[src/rtl/debounce_multi.sv]
`default_nettype none
// +----------------------------------------------------------------------------+
// | Module      : debounce_multi                                               |
// | Description : N independent switch debounce channels. Each channel has a   |
// |               2-flop synchroniser and a symmetric stability filter, so     |
// |               press and release are both filtered. Outputs per channel:    |
// |               registered clean level and 1-cycle rise/fall pulses.         |
// |               Optional auto-repeat for held buttons is compiled in by      |
// |               defining DEBOUNCE_REPEAT_EN; otherwise rpt is tied to 0.     |
// | Ports       : clk      - system clock                                      |
// |               reset_n  - asynchronous active-low reset                     |
// |               noisy    - raw asynchronous inputs, bit i = channel i        |
// |               clean    - debounced level per channel                       |
// |               rise     - 1-cycle pulse on clean 0->1                       |
// |               fall     - 1-cycle pulse on clean 1->0                       |
// |               rpt      - 1-cycle auto-repeat pulse while clean is held     |
// | Revision    : 1.0 - initial release                                        |
// +----------------------------------------------------------------------------+
module debounce_multi #(
    parameter int N           = 4,
    parameter int DELAY       = 1000000,
    parameter bit INIT        = 1'b0,
    parameter int REPEAT_HOLD = 50000000,
    parameter int REPEAT_RATE = 10000000
) (
    input  logic         clk,
    input  logic         reset_n,
    input  logic [N-1:0] noisy,
    output logic [N-1:0] clean,
    output logic [N-1:0] rise,
    output logic [N-1:0] fall,
    output logic [N-1:0] rpt
);

    localparam int               CNT_W  = $clog2(DELAY + 1);
    localparam logic [CNT_W-1:0] C_LAST = CNT_W'(DELAY - 1);

`ifdef DEBOUNCE_REPEAT_EN
    localparam int               RPT_MAX   = (REPEAT_HOLD > REPEAT_RATE) ? REPEAT_HOLD : REPEAT_RATE;
    localparam int               RPT_W     = $clog2(RPT_MAX + 1);
    localparam logic [RPT_W-1:0] C_HOLD_M1 = RPT_W'(REPEAT_HOLD - 1);
    localparam logic [RPT_W-1:0] C_RATE_M1 = RPT_W'(REPEAT_RATE - 1);
`endif

    // Plain two-stage synchroniser; nothing sits between the stages so the
    // first flop has a full cycle to resolve metastability.
    logic [N-1:0] r_s1;
    logic [N-1:0] r_s2;

    always_ff @(posedge clk or negedge reset_n) begin
        if (!reset_n) begin
            r_s1 <= {N{INIT}};
            r_s2 <= {N{INIT}};
        end else begin
            r_s1 <= noisy;
            r_s2 <= r_s1;
        end
    end

    genvar gi;
    generate
        for (gi = 0; gi < N; gi++) begin : g_ch
            logic [CNT_W-1:0] r_cnt;
            logic             r_clean;
            logic             r_rise;
            logic             r_fall;
            logic             w_mis;
            logic             w_flip;

            // The counter only runs while the synchronised input disagrees
            // with the clean level; any agreeing cycle restarts it, which is
            // what rejects glitches shorter than DELAY cycles.
            assign w_mis  = r_s2[gi] ^ r_clean;
            assign w_flip = w_mis && (r_cnt == C_LAST);

            always_ff @(posedge clk or negedge reset_n) begin
                if (!reset_n) begin
                    r_cnt   <= '0;
                    r_clean <= INIT;
                    r_rise  <= 1'b0;
                    r_fall  <= 1'b0;
                end else begin
                    r_rise <= w_flip &  r_s2[gi];
                    r_fall <= w_flip & ~r_s2[gi];
                    if (!w_mis || w_flip) begin
                        r_cnt <= '0;
                    end else begin
                        r_cnt <= r_cnt + 1'b1;
                    end
                    if (w_flip) begin
                        r_clean <= r_s2[gi];
                    end
                end
            end

            assign clean[gi] = r_clean;
            assign rise[gi]  = r_rise;
            assign fall[gi]  = r_fall;

`ifdef DEBOUNCE_REPEAT_EN
            logic [RPT_W-1:0] r_rcnt;
            logic             r_armed;   // first pulse done, now pacing at REPEAT_RATE
            logic             r_rpt;
            logic             w_fire;

            // A flip while clean is high is a fall; suppressing the pulse on
            // that edge keeps rpt away from fall and cancels the pending repeat.
            assign w_fire = r_clean && !w_flip &&
                            (r_rcnt == (r_armed ? C_RATE_M1 : C_HOLD_M1));

            always_ff @(posedge clk or negedge reset_n) begin
                if (!reset_n) begin
                    r_rcnt  <= '0;
                    r_armed <= 1'b0;
                    r_rpt   <= 1'b0;
                end else begin
                    r_rpt <= w_fire;
                    // Clean low (including the edge that raises it) holds the
                    // counter at zero, so it reads 0 during the rise cycle.
                    if (!r_clean || w_flip) begin
                        r_rcnt  <= '0;
                        r_armed <= 1'b0;
                    end else if (w_fire) begin
                        r_rcnt  <= '0;
                        r_armed <= 1'b1;
                    end else begin
                        r_rcnt <= r_rcnt + 1'b1;
                    end
                end
            end

            assign rpt[gi] = r_rpt;
`else
            assign rpt[gi] = 1'b0;
`endif
        end
    endgenerate

endmodule
`default_nettype wire
[config.mk]
export PLATFORM = sky130hd
export DESIGN_NAME = debounce_multi
export DESIGN_NICKNAME = d
export VERILOG_FILES = /design/src/rtl/debounce_multi.sv
export SDC_FILE = /design/constraint.sdc
export NUM_CORES = 1
export LEC_CHECK = 0
export CORE_MARGIN = 2
export CORE_UTILIZATION = 35
export CTS_CLUSTER_SIZE = 24
export DETAILED_ROUTE_END_ITERATION = 7
export DONT_BUFFER_PORTS = 1
export PLACE_DENSITY = 0.56
export SLEW_MARGIN = 20
export SYNTH_ARGS = -nofsm -noshare
export SYNTH_HDL_FRONTEND = slang
export SYNTH_SLANG_ARGS = --single-unit
export TNS_END_PERCENT = 100
[constraint.sdc]
create_clock -name clk -period 2.35 [get_ports clk]
set_input_delay 0.1175 -clock clk [delete_from_list [all_inputs] [get_ports clk]]
set_output_delay 0.1175 -clock clk [all_outputs]
set_load 0.01 [all_outputs]
## Word-level counts from Yosys, hierarchy flattened

Index checks and enable logic that the tools add are counted.

- Register bits after elaboration: 100
- Input bits: 6
- Output and inout bits: 16
- Word-level logic and storage cells: 58

- Add/sub/neg operators: 4
- Equal/unequal tests: 4
- Mux-type cells: 4
- Bitwise operators: 16
- Reduce and logical (&&, ||, !) cells: 12

Operator list:

| kind | number |
|---|---|
| 20-bit by 1-bit adder with 20-bit output (second input constant) | 4 |
| 20-bit == test (second input constant) | 4 |
| 20-bit two-way mux | 4 |
| 1-bit AND | 8 |
| 1-bit logical AND | 4 |
| 1-bit logical NOT | 4 |
| 1-bit logical OR | 4 |
| 1-bit NOT | 4 |
| 1-bit XOR | 4 |

## Logic depth before layout (Yosys ltp)

Gate-level depths: netlist (run 1).

- Depth in word-level cells: 4
- Mapped depth: 7
- Mapped depth without buffers: 5

## Worst setup path after synthesis (run 1)

No wires, ideal clock.

- Kind: register to register
- From: register g_ch[1].r_cnt[10]
- To: register g_ch[1].r_clean
- Arrival: 1.973 ns
- Required time: 2.225 ns
- Slack: 0.252 ns
- Stages on the path, launching flop included: 5
- Buffers on the path: 0
- Period minus slack after synthesis: 2.098 ns
- Path through: dfrtp_1 or4b_1 or4_4 or2_4 mux2_4

- Longest elaborated chain between the ends: 2

RTL lines:

| element | RTL line | RTL |
|---|---|---|
| from (decl) | 63 | `logic [CNT_W-1:0] r_cnt;` |
| from (signal assigned) | 88 | `r_cnt <= r_cnt + 1'b1;` |
| 20-bit == test | 74 | `assign w_flip = w_mis && (r_cnt == C_LAST);` |
| 1-bit logical AND | 74 |  |
| to (signal assigned) | 91 | `r_clean <= r_s2[gi];` |
| to (decl) | 64 | `logic r_clean;` |

No other way between the ends.
A chain may end at the register's enable or synchronous reset.

## Worst setup path in the final report (run 1)

Ends and elaborated chain as after synthesis.

==> metrics.cfg, run 1 <==
[synthesis]
synth-seq-cells=100
synth_most_common_cell=dfrtp_1
ys.flop_type=dfrtp_1
ys_top_cells_by_area=dfrtp_1, xnor2_1, nor2_1
ys_types=46
yosys-top-cells-count=dfrtp_1, nor2_1, xnor2_1, nand3_1, nand2_1
synthMuxAreaShare_pct=1.24
ys_seq_area_share_pct=52.7
yosys.area_share.simple_pct=24.4
synth_compound_area_share_pct=6.30
synthAdderAreaFrac_pct=1.05
synth_top_cell_by_area=dfrtp_1
synthCells=463
synth_area_um2=4750
synth-edff-count=0
synth_top_cell_area_share_pct=52.7
yosysWarnings=0
synthXorXnorAreaFrac_pct=9.96
synthArstFlopShare_pct=100
synth_top_family_by_area=simple AND/OR/NAND/NOR gates
syn_area_per_cell_um2=10.3

[sta]
max_freq_mhz=461
rsz0062_at_grt=no
fin_crit_sh_pct=92.3
relSlewSlack_pct=56.9
finalClockSkew_ns=0.00647
finalHoldViolCount=100
setup_tns_ns=0
setup_viol_count_final=0
worst_pin_slew_ns=0.640
min_period_ns=2.17
whs_ns=-0.540
slew_viol_final=0

[critical_path]
worst_path_dominant_cell_family=simple AND/OR/NAND/NOR gates
crit_end=g_ch[1].r_clean
r2r_start=g_ch[1].r_cnt[10]
crit_start=g_ch[1].r_cnt[10]
slowest_delay_ns=0.53
regToRegSetupSlack_ns=0.18
critical_path.max_fanout=5
cp.arrival_ns=2.41
reg2regPathDepth=4
critPathSlowestCell=or4b_1
critPathCaptureType=flop
crit_type=flop to flop
crit_cells=4
path_cells=or4b_1 > or4_4 > or2_4 > mux2_4
critPathBufInv=0
start_kind=flop
r2r_end=g_ch[1].r_clean
cp.required_ns=2.59

[detailed_routing]
dr.pass1.iters=4
drt_iter0_drc=222
vias_per_cell=5.12
wl_per_cell_um=13.8
route.vias.total=3320
drcViolationCount=0
wl_mm=8.93
antenna_left=0

[power]
vdd_ir_drop_max_mv=0.306
p_per_area_nw_per_um2=637
power_leakage_nw=2.10

[grt]
grt_max_degree=101
antenna_found_initial=0
grt_pass1_vias=3214
grt_pass1_wl_mm=15.5
globalRouteOverflowTotal=0
grt_use_total_pct=13.4

[die]
die_h_um=120
ioPinCount=22
coreArea_um2=13200
die-area_um2=14500
chipWidth_um=120
rows=42
start_util_pct=35.9

[outcome]
violations=negative hold slack
status=complete, but fails checks

[placed_design]
gp_congestion=0.798
dp_hpwl_mm=6.04
port_buffers=0
post_dp_cell_area_um2=4910

[final_layout]
diodes=0
drive_above_1_share_pct=8.90
fillers=1301
final_cell_area_um2=5250
syn2layout_area_growth_pct=10.6
final_nets=477

[clock_tree]
holdBufCountCts=4
cts_buffers=9
path_clk_slew_ns=0.07
h-tree-depth=3
cts_num_sinks=100
cts_tree=yes
clk_latency_ns=0.35
cts_root_buf=clkbuf_16
postCtsResizedCells=0
clockBufferDepth=2
cts_setup_buffers=0

[run]
maxCapViolCount=0

[worst_hold_path]
holdCritPathClass=input pin to asynchronous set/reset pin

-- how the worst min path moves through the flow --
stage                 start           endpoint  slack (ns)  cells after the start
floorplan           reset_n    g_ch[0].r_clean       -0.18                      0
CTS                 reset_n   g_ch[0].r_cnt[9]       -0.56                      0
global placement    reset_n     g_ch[0].r_rise       -0.18                      0
finish              reset_n   g_ch[0].r_cnt[5]       -0.54                      0
global route        reset_n  g_ch[0].r_cnt[14]       -0.56                      0
detailed placement  reset_n     g_ch[0].r_rise       -0.18                      0
-- registers in the layout, summed over array words and instances, names as in the netlist --
name	count
g_ch.r_cnt	80
r_s2	4
g_ch.r_clean	4
r_s1	4
g_ch.r_rise	4
g_ch.r_fall	4
-- layer usage --
layer	share of wire, %	GRT usage [%]
met4	0.97	3.49
met1	48	17.8
met5	0	0
met2	47	21.0
met3	3.9	4.39
-- cell families (layout without fill, tap and decap cells) --
| kind of cell | after synthesis | in the layout |
|---|---|---|
| AOI/OAI and AO/OA | 45 | 45 |
| xor gates and xnor gates | 54 | 54 |
| adders and majority gates | 4 | 4 |
| buffers and inverters | 38 | 44 |
| DFF | 100 | 100 |
| muxes | 5 | 5 |
| other | 1 | 4 |
| and+or+nand+nor | 216 | 216 |
-- metrics by stage --
stage	power [W]	util, %	hold WS [ns]	cells	worst slack [ns]
after floorplan	0.00185	-	-0.178	466	0.252
after global placement	0.00187	37.1	-0.175	628	0.218
after detailed placement	0.00187	37.1	-0.176	628	0.183
after CTS	0.00340	39.7	-0.561	648	0.182
after global routing	0.00348	39.7	-0.563	648	0.0427
final	0.00335	39.7	-0.540	648	0.181
-- report_power, final --
group          total [W]  switching (W)  internal (W)
logic          0.0000731      0.0000405     0.0000326
clock network    0.00151       0.000676      0.000831
registers        0.00177      0.0000238       0.00174
-- final cells by class --
type                       instances  area, µm²  share of cell area [%]
clock inverter                     7       76.3                    1.45
tap                              176        220                    4.19
clock buffer                       9        225                    4.29
sequential                       100       2500                    47.6
timing repair buffer              16        130                    2.48
multi-input combinational        328       2050                    39.1
inverter                          12       45.0                   0.857
-- cell usage in the layout, fill, tap and decap left out, drive strengths merged, types with 3 or more instances in the layout --
cell           n
nor3b          8
ha             4
and2           3
dlygate4sd3    4
nand3         28
nand4         19
nand2         21
buf           12
nand4b         3
conb           4
o21ai         10
xnor2         34
o31ai          9
and3          12
or4            9
nor2          62
inv           13
clkbuf         9
clkinv         3
a21oi         18
dfrtp        100
xor2          20
nor3          13
or3           12
nor4          14
mux2           4
-- worst register-to-register path, stage by stage, from the launching register on --
cell and delay (ns):
dfrtp_1 0.41, or4b_1 0.53, or4_4 0.53, or2_4 0.30
mux2_4 0.29
Power figures use the tool's default switching activity.
==> inputs of run 2 (changes only) <==
CTS_BUF_LIST = sky130_fd_sc_hd__clkbuf_4 sky130_fd_sc_hd__clkbuf_8   (was unset)
SETUP_SLACK_MARGIN = 0.02   (was unset)
==> run 2 against run 1 <==
Utilization shrank 0.77 points. Sequential power barely moved. Sequential cell count did not move. Non-clock buffer count is the same. Critical path type unchanged. Clock-buffer cell count is the same. First-iteration DRC count is 8.6% higher. Maximum frequency down 0.12%. Design area is 1.9% lower. Highest routed layer unchanged. The run still ends with negative hold slack left. Hold slack lost 0.032 ns. Sequential share of layout area rose by 0.94 points. Cell count did not move.
==> metrics.cfg, run 2 (synthesis results as in run 1) <==
[power]
p_per_area_nw_per_um2=575  ; -9.8%
power_frac_comb_pct=2.5  ; +0.3 points
p_switching_w=0.000688  ; -7.0%
sequentialPowerShare_pct=59.7  ; +6.9 points
vdd_ir_drop_max_mv=0.350  ; +14%
p_int_w=0.00227  ; -13%
switching_share_pct=23.2  ; +1.1 points
p_total_w=0.00296  ; -12%
power.share.clock_pct=37.8  ; -7.2 points
power_leakage_nw=2.05  ; -2.2%

[die]
rows=42  ; unchanged
die_h_um=120  ; unchanged
chipWidth_um=120  ; unchanged
start_util_pct=35.9  ; unchanged
ioPinCount=22  ; unchanged
coreArea_um2=13200  ; unchanged
die-area_um2=14500  ; unchanged

[clock_tree]
cts_tree=yes
holdBufCountCts=4  ; unchanged
clk_latency_ns=0.38  ; +0.03 ns
cts_setup_buffers=0  ; unchanged
postCtsResizedCells=0  ; unchanged
cts_root_buf=clkbuf_8
h-tree-depth=3  ; unchanged
clockBufferDepth=2  ; unchanged
path_clk_slew_ns=0.10  ; +0.03 ns
cts_buffers=9  ; unchanged
cts_num_sinks=100  ; unchanged

[final_layout]
final_cell_area_um2=5150  ; -1.9%
largest-register=g_ch.r_cnt
final_nets=477  ; unchanged
final_cell_mix=dfrtp_1, nor2_1, xnor2_1
drive_above_1_share_pct=8.90  ; unchanged
diodes=0  ; unchanged
syn2layout_area_growth_pct=8.48
final_common_cell=dfrtp_1
final_cells=648  ; unchanged
largest_reg_flops=80  ; unchanged

[grt]
globalRouteOverflowTotal=0  ; unchanged
grt_pass1_vias=3232  ; +0.56%
grt_max_degree=101  ; unchanged
grt_pass1_wl_mm=15.5  ; -0.18%
antenna_found_initial=0  ; unchanged
grt_use_total_pct=13.3  ; -0.084 points

[sta]
finalHoldViolCount=100  ; unchanged
setup_tns_ns=0  ; unchanged
relSlewSlack_pct=57.1  ; +0.12 points
whs_ns=-0.572  ; -0.0320 ns
finalClockSkew_ns=0.0178  ; +0.0113 ns
rsz0062_at_grt=no
min_period_ns=2.17  ; +0.00269 ns
worst_pin_slew_ns=0.638  ; -0.00178 ns
slew_viol_final=0  ; unchanged
max_freq_mhz=460  ; -0.12%
fin_crit_sh_pct=92.4  ; +0.11 points
setup_viol_count_final=0  ; unchanged

[detailed_routing]
dr.pass1.iters=4  ; unchanged
vias_per_cell=5.12  ; -0.12%
drcViolationCount=0  ; unchanged
antenna_left=0  ; unchanged
drt_iter0_drc=241  ; +8.6%
route.vias.total=3316  ; -0.12%
wl_mm=8.87  ; -0.64%
wl_per_cell_um=13.7  ; -0.64%

[critical_path]
critPathBufInv=0  ; unchanged
crit_cells=4  ; unchanged
cp.arrival_ns=2.44  ; +0.03 ns
crit_type=flop to flop
crit_end=g_ch[1].r_clean
start_kind=flop
critPathSlowestCell=or4b_1
path_cells=or4b_1 > or4_4 > or2_4 > mux2_4
critical_path.max_fanout=5  ; unchanged
cp.required_ns=2.62  ; +0.03 ns
worst_path_dominant_cell_family=simple AND/OR/NAND/NOR gates
slowest_delay_ns=0.53  ; about the same
critPathCaptureType=flop
reg2regPathDepth=4  ; unchanged
r2r_start=g_ch[1].r_cnt[10]
r2r_end=g_ch[1].r_clean
regToRegSetupSlack_ns=0.18  ; about the same
crit_start=g_ch[1].r_cnt[10]

[outcome]
status=complete, but fails checks
violations=negative hold slack

[placed_design]
place_inst=628  ; unchanged
port_buffers=0  ; unchanged
gp_congestion=0.798  ; unchanged
dp_hpwl_mm=6.04  ; unchanged
post_dp_cell_area_um2=4910  ; unchanged

[worst_hold_path]
holdCritPathClass=input pin to asynchronous set/reset pin

[run]
maxCapViolCount=0  ; unchanged

-- run 2: cell counts in the layout (fill, tap and decap cells not counted) --
Identical to the previous run, type by type.
-- run 2: per-stage QoR --
stage          hold WS (ns)  utilization, %  setup slack (ns)
2_1_floorplan        -0.178               -             0.252
3_3_place_gp         -0.175            37.1             0.218
3_5_place_dp         -0.176            37.1             0.183
4_1_cts              -0.608            38.9             0.180
5_1_grt              -0.616            38.9            0.0279
6_report             -0.572            38.9             0.178
-- run 2: cell type report --
type / instances / area [µm²]
inverters: 12 / 45.0
clock inverters: 7 / 76.3
clock buffers: 9 / 124
flip-flops and latches: 100 / 2500
fillers: 1311 / 8090
multi-input cells: 328 / 2050
well taps: 176 / 220
repair buffers: 16 / 130
-- run 2: how the worst min path moves through the flow --
stage / start / to / slack (ns) / cells past startpoint
after floorplan: reset_n / g_ch[0].r_clean / -0.18 / 0
after global placement: reset_n / g_ch[0].r_rise / -0.18 / 0
after detailed placement: reset_n / g_ch[0].r_rise / -0.18 / 0
after CTS: reset_n / g_ch[0].r_cnt[9] / -0.61 / 0
after global routing: reset_n / g_ch[0].r_cnt[14] / -0.62 / 0
final: reset_n / g_ch[0].r_cnt[5] / -0.57 / 0
-- run 2: layer usage --
| metal | vias up | routed length [µm] | share of wire [%] | track usage, % |
|---|---|---|---|---|
| met5 | - | 0 | 0 | 0 |
| met4 | 0 | 87 | 0.98 | 3.05 |
| met3 | 8 | 340 | 3.8 | 4.53 |
| met2 | 38 | 4200 | 47 | 20.9 |
| met1 | 1639 | 4240 | 48 | 17.7 |
| li1 | 1631 | - | - | - |
-- run 2: power by group through the flow --
stage / clock, W / combinational (W) / sequential [W]
after global placement: 0 / 0.0000669 / 0.00180
after global routing: 0.00124 / 0.0000834 / 0.00177
after detailed placement: 0 / 0.0000688 / 0.00180
final: 0.00112 / 0.0000733 / 0.00177
after floorplan: 0 / 0.0000524 / 0.00179
after CTS: 0.00117 / 0.0000743 / 0.00177
